$ cat src/rtl/operand_fetch_pkg.sv
// Shared definitions for the operand-fetch stage: ALU control codes,
// ALUOp encodings, R-type funct values and the ALU-control decoder.
package operand_fetch_pkg;

  typedef enum logic [3:0] {
    ALU_AND  = 4'b0000,
    ALU_OR   = 4'b0001,
    ALU_ADD  = 4'b0010,
    ALU_SUB  = 4'b0110,
    ALU_SLT  = 4'b0111,
    ALU_NOR  = 4'b1100,
    ALU_NONE = 4'b1111
  } alu_ctrl_e;

  typedef enum logic [1:0] {
    ALUOP_ADD   = 2'b00,
    ALUOP_SUB   = 2'b01,
    ALUOP_RTYPE = 2'b10,
    ALUOP_NONE  = 2'b11
  } alu_op_e;

  localparam logic [5:0] FUNCT_ADD = 6'b100000;
  localparam logic [5:0] FUNCT_SUB = 6'b100010;
  localparam logic [5:0] FUNCT_AND = 6'b100100;
  localparam logic [5:0] FUNCT_OR  = 6'b100101;
  localparam logic [5:0] FUNCT_SLT = 6'b101010;
  localparam logic [5:0] FUNCT_NOR = 6'b100111;

  // Unknown funct and ALUOp 11 both map to ALU_NONE (ALU yields zero).
  function automatic logic [3:0] alu_decode(input logic [1:0] alu_op,
                                            input logic [5:0] funct);
    logic [3:0] ctrl;
    ctrl = ALU_NONE;
    case (alu_op)
      ALUOP_ADD: ctrl = ALU_ADD;
      ALUOP_SUB: ctrl = ALU_SUB;
      ALUOP_RTYPE: begin
        case (funct)
          FUNCT_ADD: ctrl = ALU_ADD;
          FUNCT_SUB: ctrl = ALU_SUB;
          FUNCT_AND: ctrl = ALU_AND;
          FUNCT_OR:  ctrl = ALU_OR;
          FUNCT_SLT: ctrl = ALU_SLT;
          FUNCT_NOR: ctrl = ALU_NOR;
          default:   ctrl = ALU_NONE;
        endcase
      end
      default: ctrl = ALU_NONE;
    endcase
    return ctrl;
  endfunction

endpackage

$ cat src/rtl/operand_fetch_reg_file.sv
// Architectural register file: two asynchronous read ports, one synchronous
// write port, register 0 hardwired to zero, asynchronous active-low clear.
module operand_fetch_reg_file #(
  parameter int DATA_W = 32,
  parameter int ADDR_W = 5
) (
  input  logic              clk,
  input  logic              rst_n,
  input  logic              we,
  input  logic [ADDR_W-1:0] waddr,
  input  logic [DATA_W-1:0] wdata,
  input  logic [ADDR_W-1:0] raddr_a,
  input  logic [ADDR_W-1:0] raddr_b,
  output logic [DATA_W-1:0] rdata_a,
  output logic [DATA_W-1:0] rdata_b
);

  localparam int NREG = 2 ** ADDR_W;

  logic [DATA_W-1:0] regs_q [NREG];

  // Writeback port; writes to register 0 are dropped so it stays zero.
  always_ff @(posedge clk or negedge rst_n) begin
    if (!rst_n) begin
      for (int i = 0; i < NREG; i++) regs_q[i] <= '0;
    end else if (we && (waddr != '0)) begin
      regs_q[waddr] <= wdata;
    end
  end

  // Read ports; register 0 forced to zero independent of storage.
  always_comb begin
    rdata_a = (raddr_a == '0) ? '0 : regs_q[raddr_a];
    rdata_b = (raddr_b == '0) ? '0 : regs_q[raddr_b];
  end

endmodule

$ cat src/rtl/operand_fetch.sv
// Operand-fetch stage ahead of the ALU. Reads A/B from the register file
// (B optionally from the sign-extended immediate), decodes ALUOp/funct and
// presents registered operands behind a valid/ready handshake.
// Optional macro OPERAND_BYPASS_EN: forwards a same-cycle writeback into
// the captured operands; without it the pre-write register value is taken.
module operand_fetch
  import operand_fetch_pkg::*;
#(
  parameter int DATA_W = 32,
  parameter int ADDR_W = 5
) (
  input  logic              clk,
  input  logic              rst_n,
  input  logic              wr_en,
  input  logic [ADDR_W-1:0] wr_addr,
  input  logic [DATA_W-1:0] wr_data,
  input  logic              in_valid,
  output logic              in_ready,
  input  logic [ADDR_W-1:0] rs,
  input  logic [ADDR_W-1:0] rt,
  input  logic [15:0]       imm,
  input  logic              alu_src,
  input  logic [1:0]        alu_op,
  input  logic [5:0]        funct,
  output logic              out_valid,
  input  logic              out_ready,
  output logic [DATA_W-1:0] alu_a,
  output logic [DATA_W-1:0] alu_b,
  output logic [3:0]        alu_control
);

  logic [DATA_W-1:0] rd_a, rd_b;
  logic [DATA_W-1:0] a_d, b_d, rt_val;
  logic [DATA_W-1:0] alu_a_q, alu_b_q;
  logic [3:0]        alu_control_q;
  logic              out_valid_q;
  logic              accept;

  operand_fetch_reg_file #(
    .DATA_W (DATA_W),
    .ADDR_W (ADDR_W)
  ) u_reg_file (
    .clk     (clk),
    .rst_n   (rst_n),
    .we      (wr_en),
    .waddr   (wr_addr),
    .wdata   (wr_data),
    .raddr_a (rs),
    .raddr_b (rt),
    .rdata_a (rd_a),
    .rdata_b (rd_b)
  );

  assign in_ready = !out_valid_q || out_ready;
  assign accept   = in_valid && in_ready;

  // Operand selection, with optional write-through of a same-cycle writeback.
  always_comb begin
`ifdef OPERAND_BYPASS_EN
    a_d    = (wr_en && (wr_addr == rs) && (wr_addr != '0)) ? wr_data : rd_a;
    rt_val = (wr_en && (wr_addr == rt) && (wr_addr != '0)) ? wr_data : rd_b;
`else
    a_d    = rd_a;
    rt_val = rd_b;
`endif
    b_d = alu_src ? {{(DATA_W-16){imm[15]}}, imm} : rt_val;
  end

  // Output register: load on accept, drop valid once consumed, else hold.
  always_ff @(posedge clk or negedge rst_n) begin
    if (!rst_n) begin
      out_valid_q   <= 1'b0;
      alu_a_q       <= '0;
      alu_b_q       <= '0;
      alu_control_q <= 4'b0000;
    end else if (accept) begin
      out_valid_q   <= 1'b1;
      alu_a_q       <= a_d;
      alu_b_q       <= b_d;
      alu_control_q <= alu_decode(alu_op, funct);
    end else if (out_ready) begin
      out_valid_q   <= 1'b0;
    end
  end

  assign out_valid   = out_valid_q;
  assign alu_a       = alu_a_q;
  assign alu_b       = alu_b_q;
  assign alu_control = alu_control_q;

endmodule

$ cat config.mk
export PLATFORM = sky130hd
export DESIGN_NAME = operand_fetch
export DESIGN_NICKNAME = d
export VERILOG_FILES = /design/src/rtl/operand_fetch_pkg.sv /design/src/rtl/operand_fetch_reg_file.sv /design/src/rtl/operand_fetch.sv
export SDC_FILE = /design/constraint.sdc
export NUM_CORES = 2
export LEC_CHECK = 0
export CAP_MARGIN = 0
export CORE_ASPECT_RATIO = 1.1
export CORE_MARGIN = 3
export CORE_UTILIZATION = 67
export CTS_CLUSTER_DIAMETER = 30
export CTS_CLUSTER_SIZE = 28
export DETAILED_ROUTE_END_ITERATION = 12
export GPL_ROUTABILITY_DRIVEN = 0
export PLACE_DENSITY = 0.92
export SYNTH_ARGS = -nofsm -noshare
export SYNTH_HDL_FRONTEND = slang
export SYNTH_SLANG_ARGS = --single-unit
$ cat constraint.sdc
create_clock -name clk -period 3.99 [get_ports clk]
set_input_delay 0.399 -clock clk [delete_from_list [all_inputs] [get_ports clk]]
set_output_delay 0.399 -clock clk [all_outputs]
set_load 0.02 [all_outputs]
==> metrics <==
Initial Utilization=about two thirds; FILL cells=3808; Seq/Total Area, Yosys=48.5%; Clock Tree Buf Depth=3; r2r endpoint=alu_a[30]$_DFFE_PN0P_; clk slew on worst S/H paths=approximately 0.060 ns; H-tree Lvls=4; Hold Vio Cnt, Final=0; Post-Syn Area=approximately 56000 um^2; Max-Cap Viols=0; Port Buffer Count=roughly 150; Starting DRT DRC Count=slightly above 6000; syn_nets=approximately 3700; drt total wl=190000 um; HPWL Detailed=~100000 um; Yosys reg bits=1093; post-synth top area cell=dfrtp_1; worst setup path category=reg2out; initial antenna violation count=9; P&R area growth vs syn=16.0%; critical path capture point type=output pin; Reg2Reg Launch Point=out_valid$_DFFE_PN0P_; via/cell ratio=between 8 and 9; maximum vdd ir drop=~0.51 mV; Worst Hold Launch=alu_op[1]; r2r setup slk=~1.5 ns; worst endpoint required time=roughly 3.6 ns; number of iterations in the first detailed-routing pass=9; PD cells=approximately 580 nW/um^2; Layout Nets=between 3000 and 4000; setup ws final=between 1 and 1.5 ns; IO Count=between 100 and 150; Hold Path End=alu_control[1]$_DFFE_PN0P_; GRT Overall Usage=between 40% and 50%; largest family of logic cells by synthesized area=multiplexers; post-synthesis adder-cell area fraction=0%; Synth area leaders=dfrtp_1 48%, mux4_2 19%, mux2_2 19%; Worst Reg-to-Reg Cells=6; status=finished clean; CP startpoint=out_valid$_DFFE_PN0P_; Placed Instances=between 4000 and 5000; Synth cell types=51; fin crit share=72.8%; clk sink count=between 1000 and 1500; fin. max-slew vios=0; cts bufs inserted=between 150 and 200; skew final=0.0386 ns; Tightest Pin Transition=1.36 ns; crit path DAT=roughly 2.5 ns; xor/xnor share of the synthesized area=less than 1%; via count of the first global-routing pass=around 43000; clk_lat worst skew=roughly 0.80 ns; Hold Path Depth=2; Antenna Nets Post-Route=0; Synth Warn #=0; DR DRC count=0; RSZ-0062 raised after global routing=false; Synth top cells by count=1093 x dfrtp_1, 959 x mux2_2, 480 x mux4_2, 199 x clkbuf_1, 175 x mux2i_1; global-route wire length before repair=around 280000 um; mux contribution to synthesized area=between 40% and 50%; layout cells sized above 1=roughly 50%; Mapped Cells=~3700; post_cts resized=0; WL/cell=37.9 um; Pleak=~0.028 uW; DIE WIDTH=approximately 280 um; Synth Area in Compound Gates=around 4.7%; syn avg cell area=15.4 um^2; largest net degree at the start of global routing=94; Final min period=approximately 2.9 ns; final setup violation count=0; Post-synth EDFFs=0; Tightest Hold Check Type=in2reg; setup TNS=0 ns; Startpoint Class=flop; Core Rows=111; top cell type's share of synthesized area=between 40% and 50%; Post-synth top flop=dfrtp_1; CTS tree=done; Setup Slack @ Placement=a little under 0.9 ns; simple-gate area share of the yosys netlist=1.24%; Die H=about 310 um; Vias=a little over 40000; core box area=between 80000 and 90000 um^2; Fmax=between 300 and 400 MHz; Max-slew headroom=a little under a tenth; Max Fanout on Critical Path=4; Die ar.=roughly 88000 um^2; Remaining Overflow, GRT=0; Non-Filler Instances=5006; clk root buf=clkbuf_16; most common cell in the netlist=dfrtp_1; FFs w/ async S/R, synth=100%
-- kinds of logic after synthesis --
logic type,Yosys count
AOI/OAI and AO/OA,360
xor gates and xnor gates,1
buffers and inverters,422
DFF,1093
muxes,1647
and+or+nand+nor,144
-- power breakdown --
| part | switching, uW | internal, uW |
|---|---|---|
| logic | 2940 | 3840 |
| registers | 1940 | 13200 |
| clock network | 5980 | 10000 |
-- metrics by stage --
step | power, uW | util, % | hold slack [ns] | area, um^2
finish | 37900 | 78.4 | 0.273 | 65500
CTS | 37600 | 78.4 | 0.259 | 65500
floorplan | 19000 | - | 0.103 | 56400
global route | 38800 | 78.4 | 0.295 | 65500
global placement | 20800 | 71.0 | 0.376 | 59300
detailed placement | 21300 | 71.0 | 0.384 | 59300
-- timing repair --
item / 4_1_cts / 5_1_grt
setup buffers: 0 / 0
hold buffers: 1 / 0
endpoints found under the hold margin: 66 / 0
-- metal layers --
metal | share of wire, % | wire (um) | global-route usage, % | up-vias
li1 | - | - | - | 14400
met1 | 32 | 60900 | 53.8 | 20600
met2 | 44 | 83900 | 63.6 | 4250
met3 | 15 | 28000 | 18.5 | 1342
met4 | 8.9 | 16800 | 32.6 | 7
met5 | 0.055 | 105 | 0.327 | -
-- sequential cells by signal, indices dropped and copies added (netlist names) --
register,cells
alu_a,32
alu_b,32
alu_control,4
out_valid,1
u_reg_file.regs_q,1024
-- cell type report --
| type | count | area [um^2] | share of cell area, % |
|---|---|---|---|
| sequential | 1093 | 27400 | 41.8 |
| timing repair buffer | 296 | 3160 | 4.83 |
| inverter | 7 | 26.3 | 0.0401 |
| clock buffer | 199 | 4600 | 7.02 |
| antenna | 9 | 22.5 | 0.0344 |
| multi-input combinational | 2152 | 27300 | 41.7 |
| tap | 1130 | 1410 | 2.16 |
| clock inverter | 120 | 1570 | 2.39 |
-- how the worst max path moves through the flow --
stage,to,slack [ns],cells after the start
after CTS,in_ready,1.09,3
after global placement,u_reg_file.regs_q[656]$_DFFE_PN0P_,0.94,5
final,in_ready,1.09,3
after detailed placement,u_reg_file.regs_q[647]$_DFFE_PN0P_,0.88,5
after floorplan,alu_b[0]$_DFFE_PN0P_,2.00,7
after global routing,in_ready,1.01,3
-- worst max-delay path: stages (launching register included) --
cell,delay (ns)
dfrtp_1,0.35
nor2b_1,0.58
inv_1,0.19
clkdlybuf4s50_1,0.59
-- cells in the final DEF (no fill, tap or decap), drive strengths merged, types with 3 or more instances in the layout --
cell type / synthesis / routed
a22oi: 142 / 142
mux4: 480 / 480
nor2b: 9 / 9
inv: 7 / 42
o22ai: 31 / 31
clkbuf: 199 / 199
a211oi: 32 / 32
clkdlybuf4s50: 0 / 139
mux2: 992 / 992
a22o: 31 / 31
nand3b: 8 / 8
o22a: 17 / 17
o21ai: 4 / 4
diode: 0 / 9
nor3b: 4 / 4
a41oi: 16 / 16
bufinv: 0 / 25
dfrtp: 1093 / 1093
buf: 216 / 156
nand2: 44 / 44
o211ai: 14 / 14
nor3: 4 / 4
o2111ai: 3 / 3
a21o: 15 / 15
mux2i: 175 / 175
clkinvlp: 0 / 20
clkinv: 0 / 40
nor2: 43 / 43
nand3: 20 / 20
a21oi: 46 / 46
(Power assumes the default switching activity.)
